--- src/rtl/multicycle_control_pkg.sv ---
// Shared types for the multicycle control unit: FSM states, trap causes,
// datapath select encodings and the control word driven to the datapath.
package multicycle_control_pkg;

  typedef enum logic [2:0] {IDLE, FETCH, LOAD_IR, EXEC, MEM, TRAP} mstate_t;

  typedef enum logic [1:0] {NONE, ILLEGAL, IBUS_TIMEOUT, DBUS_TIMEOUT} trap_cause_t;

  typedef enum logic [1:0] {PC_SRC_PLUS4, PC_SRC_BRANCH, PC_SRC_JUMP} pc_src_t;

  typedef enum logic [1:0] {ALU_IN_A_RS1, ALU_IN_A_PC, ALU_IN_A_ZERO} alu_in_a_t;

  typedef enum logic {ALU_IN_B_RS2, ALU_IN_B_IMM} alu_in_b_t;

  typedef enum logic [1:0] {ALU_OP_ADD, ALU_OP_SUB, ALU_OP_FUNCT} alu_op_t;

  // The first four fields are gated by the FSM; the selects follow decode.
  typedef struct packed {
    logic      rb_store;
    logic      pc_load;
    logic      dbus_we;
    logic      dbus_re;
    pc_src_t   pc_src;
    alu_in_a_t alu_in_a;
    alu_in_b_t alu_in_b;
    alu_op_t   alu_op;
  } cu_t;

  localparam logic [6:0] OPC_LUI      = 7'b0110111;
  localparam logic [6:0] OPC_AUIPC    = 7'b0010111;
  localparam logic [6:0] OPC_JAL      = 7'b1101111;
  localparam logic [6:0] OPC_JALR     = 7'b1100111;
  localparam logic [6:0] OPC_BRANCH   = 7'b1100011;
  localparam logic [6:0] OPC_LOAD     = 7'b0000011;
  localparam logic [6:0] OPC_STORE    = 7'b0100011;
  localparam logic [6:0] OPC_OP_IMM   = 7'b0010011;
  localparam logic [6:0] OPC_OP       = 7'b0110011;
  localparam logic [6:0] OPC_MISC_MEM = 7'b0001111;

  function automatic cu_t cu_gate(input cu_t c, input logic commit, input logic in_mem);
    cu_t g;
    g          = c;
    g.rb_store = c.rb_store & commit;
    g.pc_load  = c.pc_load & commit;
    g.dbus_we  = c.dbus_we & (commit | in_mem);
    g.dbus_re  = c.dbus_re & (commit | in_mem);
    return g;
  endfunction

endpackage

--- src/rtl/cu_decode.sv ---
// Opcode decoder: maps the RV32I base opcode to an ungated control word
// and flags anything outside the supported opcode set as illegal.
module cu_decode
  import multicycle_control_pkg::*;
(
  input  logic [6:0] opcode,
  input  logic       branch_taken,
  output cu_t        cu,
  output logic       illegal
);

  always_comb begin
    cu.rb_store = 1'b0;
    cu.pc_load  = 1'b0;
    cu.dbus_we  = 1'b0;
    cu.dbus_re  = 1'b0;
    cu.pc_src   = PC_SRC_PLUS4;
    cu.alu_in_a = ALU_IN_A_RS1;
    cu.alu_in_b = ALU_IN_B_RS2;
    cu.alu_op   = ALU_OP_ADD;
    illegal     = 1'b0;
    case (opcode)
      OPC_LUI: begin
        cu.rb_store = 1'b1;
        cu.alu_in_a = ALU_IN_A_ZERO;
        cu.alu_in_b = ALU_IN_B_IMM;
      end
      OPC_AUIPC: begin
        cu.rb_store = 1'b1;
        cu.alu_in_a = ALU_IN_A_PC;
        cu.alu_in_b = ALU_IN_B_IMM;
      end
      OPC_JAL: begin
        cu.rb_store = 1'b1;
        cu.pc_load  = 1'b1;
        cu.pc_src   = PC_SRC_JUMP;
        cu.alu_in_a = ALU_IN_A_PC;
        cu.alu_in_b = ALU_IN_B_IMM;
      end
      OPC_JALR: begin
        cu.rb_store = 1'b1;
        cu.pc_load  = 1'b1;
        cu.pc_src   = PC_SRC_JUMP;
        cu.alu_in_b = ALU_IN_B_IMM;
      end
      OPC_BRANCH: begin
        cu.pc_src  = PC_SRC_BRANCH;
        cu.pc_load = branch_taken;
        cu.alu_op  = ALU_OP_SUB;
      end
      OPC_LOAD: begin
        cu.rb_store = 1'b1;
        cu.dbus_re  = 1'b1;
        cu.alu_in_b = ALU_IN_B_IMM;
      end
      OPC_STORE: begin
        cu.dbus_we  = 1'b1;
        cu.alu_in_b = ALU_IN_B_IMM;
      end
      OPC_OP_IMM: begin
        cu.rb_store = 1'b1;
        cu.alu_in_b = ALU_IN_B_IMM;
        cu.alu_op   = ALU_OP_FUNCT;
      end
      OPC_OP: begin
        cu.rb_store = 1'b1;
        cu.alu_op   = ALU_OP_FUNCT;
      end
      OPC_MISC_MEM: begin
      end
      default: illegal = 1'b1;
    endcase
  end

endmodule

--- src/rtl/multicycle_control.sv ---
// Multicycle control unit: fetch/decode/execute/memory sequencing with bus
// timeouts, stall handling, trap reporting and a retired-instruction counter.
module multicycle_control
  import multicycle_control_pkg::*;
#(
  parameter int unsigned TIMEOUT      = 16,
  parameter int unsigned CNT_W        = 32,
  parameter bit          HALT_ON_TRAP = 1'b1
) (
  input  logic             clk,
  input  logic             rst,
  input  logic [6:0]       opcode,
  input  logic             branch_taken,
  input  logic             hold,
  output logic             ibus_req,
  input  logic             ibus_ack,
  output logic             dbus_req,
  input  logic             dbus_ack,
  output cu_t              active,
  output logic             load_ir,
  output logic             en_iaddr,
  output logic             enable_pc_counter,
  output logic             trap,
  output trap_cause_t      trap_cause,
  output logic [CNT_W-1:0] instret
);

  localparam logic [7:0] WAIT_LAST = 8'(TIMEOUT - 1);

  mstate_t     state, state_nxt;
  logic [7:0]  wait_cnt, wait_nxt;
  logic        from_mem, from_mem_nxt;
  trap_cause_t cause_nxt;
  cu_t         dec;
  logic        illegal;
  logic        commit;
  logic        in_mem;

  cu_decode u_cu_decode (
    .opcode       (opcode),
    .branch_taken (branch_taken),
    .cu           (dec),
    .illegal      (illegal)
  );

  always_ff @(posedge clk or negedge rst) begin
    if (!rst) begin
      state      <= IDLE;
      wait_cnt   <= '0;
      from_mem   <= 1'b0;
      trap_cause <= NONE;
      instret    <= '0;
    end else begin
      state      <= state_nxt;
      wait_cnt   <= wait_nxt;
      from_mem   <= from_mem_nxt;
      trap_cause <= cause_nxt;
      if (commit) instret <= instret + 1'b1;
    end
  end

  always_comb begin
    state_nxt    = state;
    wait_nxt     = wait_cnt;
    from_mem_nxt = from_mem;
    cause_nxt    = trap_cause;
    ibus_req     = 1'b0;
    dbus_req     = 1'b0;
    load_ir      = 1'b0;
    en_iaddr     = 1'b0;
    commit       = 1'b0;
    in_mem       = 1'b0;
    trap         = 1'b0;
    case (state)
      IDLE: begin
        if (!hold) begin
          state_nxt = FETCH;
          wait_nxt  = '0;
        end
      end
      FETCH: begin
        // A hold deferred from the memory phase keeps the next fetch from starting.
        if (!(from_mem && hold)) begin
          from_mem_nxt = 1'b0;
          ibus_req     = 1'b1;
          en_iaddr     = 1'b1;
          if (ibus_ack) begin
            state_nxt = LOAD_IR;
          end else if (wait_cnt == WAIT_LAST) begin
            state_nxt = TRAP;
            cause_nxt = IBUS_TIMEOUT;
          end else begin
            wait_nxt = wait_cnt + 8'd1;
          end
        end
      end
      LOAD_IR: begin
        if (!hold) begin
          load_ir   = 1'b1;
          en_iaddr  = 1'b1;
          state_nxt = EXEC;
        end
      end
      EXEC: begin
        if (!hold) begin
          if (illegal) begin
            state_nxt = TRAP;
            cause_nxt = ILLEGAL;
          end else if (dec.dbus_re || dec.dbus_we) begin
            state_nxt = MEM;
            wait_nxt  = '0;
          end else begin
            commit    = 1'b1;
            state_nxt = FETCH;
            wait_nxt  = '0;
          end
        end
      end
      MEM: begin
        dbus_req = 1'b1;
        in_mem   = 1'b1;
        if (dbus_ack) begin
          commit       = 1'b1;
          state_nxt    = FETCH;
          wait_nxt     = '0;
          from_mem_nxt = 1'b1;
        end else if (wait_cnt == WAIT_LAST) begin
          state_nxt = TRAP;
          cause_nxt = DBUS_TIMEOUT;
        end else begin
          wait_nxt = wait_cnt + 8'd1;
        end
      end
      TRAP: begin
        trap = 1'b1;
        if (!HALT_ON_TRAP) begin
          state_nxt = FETCH;
          wait_nxt  = '0;
          cause_nxt = NONE;
        end
      end
      default: state_nxt = IDLE;
    endcase
  end

  assign enable_pc_counter = commit;
  assign active            = cu_gate(dec, commit, in_mem);

endmodule
--- config.mk ---
export PLATFORM = sky130hd
export DESIGN_NAME = multicycle_control
export DESIGN_NICKNAME = d
export VERILOG_FILES = /design/src/rtl/multicycle_control_pkg.sv /design/src/rtl/cu_decode.sv /design/src/rtl/multicycle_control.sv
export SDC_FILE = /design/constraint.sdc
export NUM_CORES = 1
export LEC_CHECK = 0
export BUFFER_PORTS_ARGS = -buffer_cell sky130_fd_sc_hd__buf_2
export CAP_MARGIN = 25
export CORE_ASPECT_RATIO = 1.2
export CORE_MARGIN = 5
export CORE_UTILIZATION = 48
export DETAILED_ROUTE_END_ITERATION = 16
export PLACE_DENSITY = 0.76
export SYNTH_ARGS = -nofsm -noshare
export SYNTH_HDL_FRONTEND = slang
export SYNTH_SLANG_ARGS = --single-unit
--- constraint.sdc ---
create_clock -name clk -period 3.3 [get_ports clk]
set_input_delay 0.99 -clock clk [delete_from_list [all_inputs] [get_ports clk]]
set_output_delay 0.99 -clock clk [all_outputs]
set_load 0.1 [all_outputs]
==> results of run 1 <==
[cell families (layout without fill, tap and decap cells)]
kind of cell	after synthesis	count (layout)	synth area share, %
XOR/XNOR	31	31	10.76
multiplexers	1	1	0.3861
AO/OA/AOI/OAI	47	47	11.34
adder cells (fa/ha/maj)	2	2	0.9651
buffers and inverters	20	110	3.861
AND/OR/NAND/NOR	138	138	28.28
flip-flops	46	46	44.40
[through the flow]
stage / worst slack (ns) / total power [uW] / hold WS (ns) / instances / TNS, ns
floorplan: -0.5683 / 1474 / 0.4628 / 285 / -3.659
global placement: -0.1292 / 1734 / 0.4594 / 427 / -0.3378
CTS: -0.1284 / 2135 / 0.4979 / 436 / -0.3173
detailed placement: -0.1544 / 1747 / 0.4829 / 427 / -0.5079
finish: -0.1393 / 2124 / 0.4982 / 437 / -0.3748
global route: -0.1816 / 2247 / 0.5202 / 437 / -0.6109
[repair_timing]
action / in CTS / in global routing
buffers inserted: 1 / 1
gates resized for setup: 6 / 2
endpoints found under the setup margin: 5 / 5
pin swaps: 4 / 5
[worst max path at each step]
| stage | start | endpoint | slack (ns) | cells after the start |
|---|---|---|---|---|
| 4_1_cts | opcode[3] | active[9] | -0.13 | 8 |
| 3_3_place_gp | opcode[3] | active[9] | -0.13 | 8 |
| 6_report | opcode[6] | enable_pc_counter | -0.14 | 8 |
| 3_5_place_dp | opcode[3] | active[9] | -0.15 | 8 |
| 2_1_floorplan | opcode[6] | active[10] | -0.57 | 7 |
| 5_1_grt | opcode[6] | active[9] | -0.18 | 8 |
[per-layer routing]
metal | part of all wire, % | up-vias | wire length [um]
met1 | 41 | 1234 | 2849
met4 | 1.8 | 0 | 122
met3 | 5.4 | 11 | 374
met5 | 0 | - | 0
met2 | 52 | 63 | 3579
li1 | - | 1193 | -
[layout make-up]
type	count	area, sq um	share of cell area, %
multi-input cells	219	1460	40.79
flip-flops and latches	46	1151	32.16
repair buffers	90	740.7	20.69
clock buffers	7	96.34	2.691
well taps	62	77.57	2.167
inverters	12	45.04	1.258
clock inverters	1	8.758	0.2447
[worst max-delay path: cells and delay by family]
kind	cells	cell delay, ns
AO/OA/AOI/OAI	1	0.23
AND/OR/NAND/NOR	3	0.75
buffers and inverters	4	0.47
[registers in the layout (all words and copies together) (netlist names)]
| register | flops |
|---|---|
| from_mem | 1 |
| instret | 32 |
| state | 3 |
| trap_cause | 2 |
| wait_cnt | 8 |
[placed cells by master, fill, tap and decap left out, types with 4 or more instances in the layout]
cell and instances:
nor3_1 8, nor2_4 5, buf_4 27, dfrtp_1 46, buf_12 14, buf_2 47
a21oi_1 9, xor2_1 14, nand3_1 17, nor4_1 7, nor2b_1 4, o21ai_0 16
and3_1 8, nand4_1 13, nor2_1 22, xnor2_1 16, clkbuf_8 7, nand2_1 27
inv_1 10
[power by group]
part / internal (uW) / switching, uW
clock network: 192 / 190
registers: 623 / 89.0
logic: 297 / 733
==> flow_metrics.tcl, run 1 <==
set metrics [dict create \
    status "finished, violations left" \
    failed_checks "negative setup slack" \
    n_antenna_cell 0 \
    rsz0062_at_grt "yes" \
    crit_path_max_fanout 4 \
    ys_seq_area_share_pct 44.40 \
    r2r_slack_ns 1.12 \
    ys_ff_latch 46 \
    critPathLaunchType "input port" \
    synth_flop_cell "dfrtp_1" \
    cp.required_ns 2.31 \
    drt-initial-drc-count 159 \
    fin_crit_ns 3.439 \
    min_from "instret[26]$_DFFE_PN0P_" \
    viasPerCell 5.723 \
    use_met1_pct 26.13 \
    hold_path_class "reg2reg" \
    path_cells "buf_6 > or2_4 > or3_4 > nand4_4 > o31a_1 > inv_2 > buf_4 > buf_12" \
    busiest_layer "met2" \
    reg2reg_from "state[0]$_DFFE_PN0P_" \
    grt_overflow 0 \
    io_buffers 63 \
    synthMostInstantiatedCell "dfrtp_1" \
    place_area_sq_um 3413 \
    async_flop_share_pct 100.0 \
    grt_pass1_wl_um 12390 \
    fin_crit_sh_pct 104.2 \
    fin_area_sq_um 3580 \
    ys_warn_count 0 \
    synthDistinctLibCells 52 \
    worstMarginPinSlew_ns 0.5805 \
    row_count 29 \
    coreArea_sq_um 5261 \
    synth_nets 300 \
    timing.setup.critical_path_class "in2out" \
    cts_buffers 5 \
    r2r_cells 7 \
    cpPeakStageDelay_ns 0.41 \
    drive_gt1_share_pct 33.60 \
    fin_util_pct 68.04 \
    synth.area.top_cells "dfrtp_1, xnor2_1, xor2_1, nand2_1, nor2_1" \
    die-area_sq_um 6977 \
    synthCells 285 \
    min_to "instret[26]$_DFFE_PN0P_" \
    hold_buffers 0 \
    place.gp.congestion 0.9291 \
    grt_use_total_pct 21.00 \
    cts.htree.levels 2 \
    worst_slack_ns -0.1393 \
    syn_area_sq_um 2592 \
    wirelength_um 6926 \
    ir_worst_vdd_uv 347.0 \
    synth-edff-count 0 \
    cpMaxStageDelayCell "or3_4" \
    grt_max_degree 21 \
    netlist.area_leader.share_pct 44.40 \
    hpwl_um 5393 \
    area_delta_synth_final_pct 38.08 \
    fillers 419 \
    clock_latency_ns 0.30 \
    fp.dieH_um 90.51 \
    drc 0 \
    setup.worst_path.end_class "primary output" \
    arrival_ns 2.45 \
    antenna_found_initial 0 \
    fmax_mhz 290.8 \
    ant_nets 0 \
    setup_viol 3 \
    use_met3_pct 4.491 \
    first_global_vias 2613 \
    rr_endpoint "instret[6]$_DFFE_PN0P_" \
    met2_usage_pct 36.40 \
    initial_utilization_pct 49.27 \
    cts_tree "yes" \
    synthTopCellsByCount "dfrtp_1, nand2_1, nor2_1" \
    max_cap_viol_count 0 \
    clock-skew-final_ns 0.004990 \
    power.leakage_uw 0.001709 \
    clock_path_buffers 2 \
    layout.nets 389 \
    dr_total_vias 2501 \
    final_max_slew_viol_count 0 \
    clockRootBuffer "clkbuf_8" \
    cts.clk_slew.worst_paths_ns 0.08 \
    synth.avg_cell_area_sq_um 9.096 \
    pin_count 64 \
    whs_path_depth 1 \
    relSlewSlack_pct 61.04 \
    powerDensity_nw_per_um2 593.4 \
    clkSinkCount 46 \
    first_pass_iters 4 \
    die_w_um 77.09 \
    wl_per_cell_um 15.85 \
    finalHoldViolations 0 \
    synth_area_leader_cell "dfrtp_1" \
]
Power figures use the tool's default switching activity.
==> inputs of run 2 (changes only) <==
ABC_AREA = 1   (was default)
CORE_UTILIZATION = 51   (was 48)
PLACE_DENSITY = 0.77   (was 0.76)
==> run 2 against run 1 <==
Compared with the run above: the run now ends clean; clock skew rose by 0.0078 ns; global-route usage up 2.6 points; combinational power shrank 7%; critical endpoint is now active[8]; highest routed layer unchanged; sequential power fell by 3.9%.
==> flow_metrics.tcl, run 2 <==
set metrics [dict create \
    status "completed" \
    die_w_um 86.55 \
    coreArea_sq_um 6854 \
    finalHoldViolations 0 \
    hold_path_class "reg2reg" \
    r2r_slack_ns 1.25 \
    place.gp.congestion 0.9434 \
    regMostFlops "instret" \
    setup_viol 0 \
    synth_nets 605 \
    dr_total_vias 3903 \
    clkSinkCount 46 \
    r2r_cells 8 \
    wl_per_cell_um 13.51 \
    relSlewSlack_pct 59.51 \
    ant_nets 0 \
    fmax_mhz 313.6 \
    timing.setup.critical_path_class "in2out" \
    cts_post_setup_buffers_inserted 0 \
    whs_path_depth 2 \
    ys_ff_latch 46 \
    pwr-share-clk_pct 17.2 \
    grt_overflow 0 \
    fillers 669 \
    fin_crit_sh_pct 96.64 \
    crit_path_max_fanout 7 \
    ctsResizeCount 0 \
    arrival_ns 2.20 \
    cpMaxStageDelayCell "buf_12" \
    powerDensity_nw_per_um2 449.6 \
    pin_count 64 \
    first_pass_iters 5 \
    netlist.area_leader.share_pct 32.10 \
    die-area_sq_um 8815 \
    drive_gt1_share_pct 16.13 \
    initial_utilization_pct 52.32 \
    power.leakage_uw 0.002344 \
    clock-skew-final_ns 0.01283 \
    worstMarginPinSlew_ns 0.6027 \
    grt_pass1_wl_um 16630 \
    path_cells "buf_2 > inv_2 > nand3_1 > nand2_1 > nand3_1 > nand3_4 > nand2_8 > a21oi_4 > buf_12" \
    rr_endpoint "instret[30]$_DFFE_PN0P_" \
    cts.clk_slew.worst_paths_ns 0.08 \
    cts_buffers 5 \
    largest_reg_flops 32 \
    worst_slack_ns 0.1107 \
    cts.htree.levels 2 \
    drt-initial-drc-count 181 \
    final_max_slew_viol_count 0 \
    clockRootBuffer "clkbuf_8" \
    power.internal_uw 964.3 \
    fp.dieH_um 101.9 \
    ys_warn_count 0 \
    ys_seq_area_share_pct 32.10 \
    io_buffers 63 \
    clock_path_buffers 2 \
    mostFrequentLayoutCell "nand2_1" \
    pre_cts_ws_ns 0.05349 \
    synth-edff-count 0 \
    min_from "trap_cause[1]$_DFFE_PN0P_" \
    cpPeakStageDelay_ns 0.19 \
    layout.nets 672 \
    clock_latency_ns 0.30 \
    cp.required_ns 2.31 \
    rsz0062_at_grt "no" \
    pwr-share-seq_pct 34.6 \
    cts_tree "yes" \
    grt_use_total_pct 23.59 \
    swShare_pct 51.32 \
    synthDistinctLibCells 31 \
    p_sw_uw 1016 \
    final_cell_mix "nand2_1, nor2_1, nand3_1" \
    wirelength_um 10050 \
    antenna_found_initial 0 \
    ir_worst_vdd_uv 639.3 \
    syn_area_sq_um 3586 \
    critPathLaunchType "input port" \
    synthCells 590 \
    hold_buffers 0 \
    min_to "trap_cause[1]$_DFFE_PN0P_" \
    grt_max_degree 47 \
    reg2reg_from "instret[0]$_DFFE_PN0P_" \
    synth.avg_cell_area_sq_um 6.078 \
    fin_setup_tns_ns 0 \
    viasPerCell 5.246 \
    fin_crit_ns 3.189 \
    synth_flop_cell "dfrtp_1" \
    row_count 33 \
    max_cap_viol_count 0 \
    n_antenna_cell 0 \
    synthTopCellsByCount "nand2_1, nor2_1, nand3_1" \
    setup.worst_path.end_class "primary output" \
    largestRegisters "instret x32, wait_cnt x8, state x3" \
    synth.area.top_cells "dfrtp_1, nand2_1, nand3_1, nor2_1, inv_1" \
    synth_area_leader_cell "dfrtp_1" \
    async_flop_share_pct 100.0 \
    drc 0 \
    first_global_vias 3728 \
    power_frac_comb_pct 48.3 \
    synthMostInstantiatedCell "nand2_1" \
    hpwl_um 7790 \
    area_delta_synth_final_pct 22.85 \
    crit_top_cell "nand3_1" \
]
run 2: area by class of cell:
type | count | area (sq um) | area share (%)
clock buffers | 6 | 72.57 | 1.647
well taps | 87 | 108.9 | 2.471
multi-input cells | 470 | 2232 | 50.67
repair buffers | 70 | 569.3 | 12.92
flip-flops and latches | 46 | 1151 | 26.13
inverters | 64 | 264.0 | 5.993
clock inverters | 1 | 7.507 | 0.1704
run 2: metrics by stage:
| stage | instance area [sq um] | hold WS, ns | utilization, % | std cells | total power, uW |
|---|---|---|---|---|---|
| after floorplan | 3710 | 0.4699 | - | 590 | 1470 |
| after global placement | 4275 | 0.4571 | 62.38 | 736 | 1628 |
| after detailed placement | 4275 | 0.4663 | 62.38 | 736 | 1640 |
| after CTS | 4355 | 0.4911 | 63.55 | 743 | 1986 |
| after global routing | 4405 | 0.5057 | 64.28 | 744 | 2104 |
| final | 4405 | 0.4865 | 64.28 | 744 | 1981 |
run 2: layer usage:
metal	track usage, %	wire, um	vias up
met1	25.85	3944	1785
met2	45.35	5398	119
met3	3.226	450	18
met4	9.233	258	0
li1	-	-	1981
met5	0	0	-
run 2: worst max-delay path: cells and delay by family:
family                 cells  cell delay (ns)
AND/OR/NAND/NOR            5             0.64
buffers and inverters      3             0.38
AO/OA/AOI/OAI              1             0.18
run 2: power by group through the flow:
stage | Sequential [uW] | Combinational [uW] | Clock [uW]
global route | 694 | 1030 | 377
global placement | 689 | 939 | 0
CTS | 684 | 950 | 353
finish | 684 | 956 | 340
detailed placement | 693 | 947 | 0
floorplan | 851 | 619 | 0
run 2: worst max path at each step:
stage,from,endpoint,slack [ns]
after floorplan,opcode[2],active[9],-0.16
after global placement,opcode[2],active[7],0.10
after detailed placement,opcode[2],active[10],0.05
after CTS,opcode[2],active[10],0.05
after global routing,opcode[3],active[8],0.005
final,opcode[4],active[8],0.11
run 2: logic make-up (layout without fill, tap and decap cells):
| logic type | Yosys count | count (layout) | synth area share [%] |
|---|---|---|---|
| buffers and inverters | 74 | 141 | 8.828 |
| xor gates and xnor gates | 16 | 16 | 3.908 |
| adders and majority gates | 2 | 2 | 0.6977 |
| and+or+nand+nor | 434 | 434 | 51.81 |
| AOI/OAI and AO/OA | 18 | 18 | 2.652 |
| DFF | 46 | 46 | 32.10 |
==> inputs of run 3 (changes only) <==
CORE_UTILIZATION = 50   (was 51)
PLACE_DENSITY = 0.76   (was 0.77)
SYNTH_HIERARCHICAL = 1   (was default)
==> run 3 against run 2 <==
Compared with the run above: the run now ends with negative setup slack left; synthesized cell count fell by 15%; via count fell by 11%; sequential share of layout area rose by 1.1 points; hold slack improved by 0.0092 ns; sequential power rose by 6.3%; register-to-register slack improved by 0.09 ns; clock skew fell by 0.0029 ns; setup slack got worse by 0.23 ns; first-iteration DRC count rose by 1.7%; highest routed layer unchanged.
==> flow_metrics.tcl, run 3 <==
set metrics [dict create \
    met3_length_um 328 \
    viasPerCell 5.134 \
    power_frac_comb_pct 52.1 \
    max_cap_viol_count 0 \
    area_delta_synth_final_pct 30.37 \
    first_pass_iters 5 \
    finalHoldViolations 0 \
    coreArea_sq_um 6366 \
    hpwl_um 6689 \
    setup.worst_path.end_class "primary output" \
    ir_worst_vdd_uv 658.8 \
    seqCellArea_sq_um 1151 \
    synthMostInstantiatedCell "nand2_1" \
    cts.clk_slew.worst_paths_ns 0.09 \
    timing.setup.critical_path_class "in2out" \
    initial_utilization_pct 50.86 \
    multi_input_area_sq_um 1947 \
    cts_tree "yes" \
    ys_warn_count 6 \
    worstMarginPinSlew_ns 0.4957 \
    swShare_pct 53.32 \
    powerDensity_nw_per_um2 532.8 \
    hold_buffers 0 \
    power.internal_uw 1050 \
    min_from "trap_cause[0]$_DFFE_PN0P_" \
    hold_path_class "reg2reg" \
    arrival_ns 2.43 \
    cpMaxStageDelayCell "a21oi_2" \
    synth.avg_cell_area_sq_um 6.489 \
    wl_met2_um 4846 \
    drive_gt1_share_pct 23.81 \
    clock_latency_ns 0.30 \
    path_cells "buf_4 > inv_4 > nand2_2 > a21oi_2 > nor2_2 > nand2_1 > nor2_2 > inv_1 > nand3_2 > nor2_4 > nor2_4 > nor2_4 > buf_12" \
    pre_cts_ws_ns -0.1918 \
    crit_top_cell "nor2_4" \
    die-area_sq_um 8193 \
    clkSinkCount 46 \
    wirelength_um 9012 \
    cp.required_ns 2.31 \
    grt_overflow 0 \
    status "finished, violations left" \
    failed_checks "negative setup slack" \
    topRoutingLayerUsed "met4" \
    critPathLaunchType "input port" \
    netlist.area_leader.share_pct 35.55 \
    first_global_vias 3373 \
    antenna_found_initial 0 \
    synthCells 499 \
    synth_area_leader_cell "dfrtp_1" \
    dr_total_vias 3455 \
    drt-met1-wl_um 3527 \
    layout.nets 602 \
    die_w_um 83.47 \
    largestRegisters "instret x32, wait_cnt x8, state x3" \
    ant_nets 0 \
    pwr-share-clk_pct 15.6 \
    synthDistinctLibCells 30 \
    synth.area.top_cells "dfrtp_1, nand2_1, nor2_1, inv_1, nand3_1" \
    place_inst 656 \
    clock-skew-final_ns 0.009900 \
    r2r_slack_ns 1.34 \
    fp.dieH_um 98.16 \
    setup_viol 5 \
    rsz0062_at_grt "yes" \
    fmax_mhz 292.1 \
    grt_use_total_pct 22.24 \
    crit_path_max_fanout 4 \
    pwr-share-seq_pct 32.3 \
    relSlewSlack_pct 67.18 \
    synthTopCellsByCount "nand2_1, nor2_1, inv_1" \
    wl_per_cell_um 13.39 \
    synth_nets 514 \
    final_max_slew_viol_count 0 \
    p_sw_uw 1199 \
    io_buffers 63 \
    clockRootBuffer "clkbuf_8" \
    grt_pass1_wl_um 15180 \
    fin_crit_sh_pct 103.8 \
    synth_flop_cell "dfrtp_1" \
    power.leakage_uw 0.002190 \
    reg2reg_from "state[0]$_DFFE_PN0P_" \
    syn_area_sq_um 3238 \
    row_count 32 \
    clock_path_buffers 2 \
    cts.htree.levels 2 \
    regMostFlops "instret" \
    mostFrequentLayoutCell "nand2_1" \
    fin_crit_ns 3.424 \
    pin_count 64 \
    ys_seq_area_share_pct 35.55 \
    ys_ff_latch 46 \
    worst_slack_ns -0.1238 \
    drt-initial-drc-count 184 \
    drc 0 \
    cpPeakStageDelay_ns 0.18 \
    cts_buffers 5 \
    grt_max_degree 47 \
    synth-edff-count 0 \
    fillers 572 \
    largest_reg_flops 32 \
    cp-startpoint "opcode[5]" \
    n_antenna_cell 0 \
    final_cell_mix "nand2_1, nor2_1, inv_1" \
    async_flop_share_pct 100.0 \
    place.gp.congestion 1.027 \
    fin_util_pct 66.31 \
    finalNonFillerCells 673 \
]
==> run 3: changes by cell type in the layout (fill, tap and decap cells not counted), sizes merged, moves of 5 or more <==
cell and delta:
nor3 -12, xor2 -12, buf +17, inv -5, xnor2 +15, nand3 -44
nor2 +13, nand2 -43
==> run 3: stage by stage <==
stage	area (sq um)	total power (uW)	hold slack [ns]	setup TNS, ns
final	4222	2249	0.4957	-0.5804
after global routing	4222	2404	0.5153	-0.9140
after CTS	4184	2259	0.5025	-0.04255
after detailed placement	3948	1888	0.4791	-0.7959
after global placement	3948	1855	0.4597	-0.2335
after floorplan	3323	1670	0.4699	-0.8754
==> run 3: cell families (layout without fill, tap and decap cells) <==
| logic type | Yosys count | after routing | share of synthesized area, % |
|---|---|---|---|
| AND/OR/NAND/NOR | 349 | 349 | 46.52 |
| buffers and inverters | 62 | 151 | 8.076 |
| flip-flops | 46 | 46 | 35.55 |
| AO/OA/AOI/OAI | 21 | 21 | 3.942 |
| XOR/XNOR | 19 | 19 | 5.139 |
| adder cells (fa/ha/maj) | 2 | 2 | 0.7727 |
==> run 3: final timing paths <==
| kind | endpoint | depth (start not counted) |
|---|---|---|
| min in group asynchronous | instret[9]$_DFFE_PN0P_ | 1 |
| max reg2reg | instret[21]$_DFFE_PN0P_ | 9 |
| max in group asynchronous | from_mem$_DFFE_PN0P_ | 2 |
| min reg2reg | trap_cause[0]$_DFFE_PN0P_ | 2 |
| min | trap_cause[0]$_DFFE_PN0P_ | 2 |
| max | active[10] | 13 |
==> run 3: area by class of cell <==
cell class | instances | area share, %
multi-input combinational | 391 | 46.12
clock inverter | 2 | 0.3260
clock buffer | 6 | 1.719
timing repair buffer | 87 | 16.80
tap | 85 | 2.519
sequential | 46 | 27.27
inverter | 56 | 5.246
==> run 3: what timing repair did <==
action	4_1_cts	5_1_grt
resized for setup	30	2
setup endpoints to repair	5	5
buffers inserted	7	1
pin swaps	15	4
==> run 3: metal layers <==
layer / global-route usage, % / up-vias
met5: 0 / -
met4: 8.911 / 0
met1: 24.84 / 1620
li1: - / 1729
met3: 3.629 / 27
met2: 41.73 / 79
==> run 3: critical path, delay by kind of cell <==
kind	cells	cell delay, ns
buf+inv	4	0.48
simple gates	8	0.79
compound gates	1	0.18
==> run 3: power groups by stage <==
stage | Sequential (uW) | Clock, uW | Combinational, uW
finish | 727 | 350 | 1170
global route | 743 | 388 | 1270
CTS | 725 | 364 | 1170
detailed placement | 737 | 0 | 1150
global placement | 733 | 0 | 1120
floorplan | 903 | 0 | 767
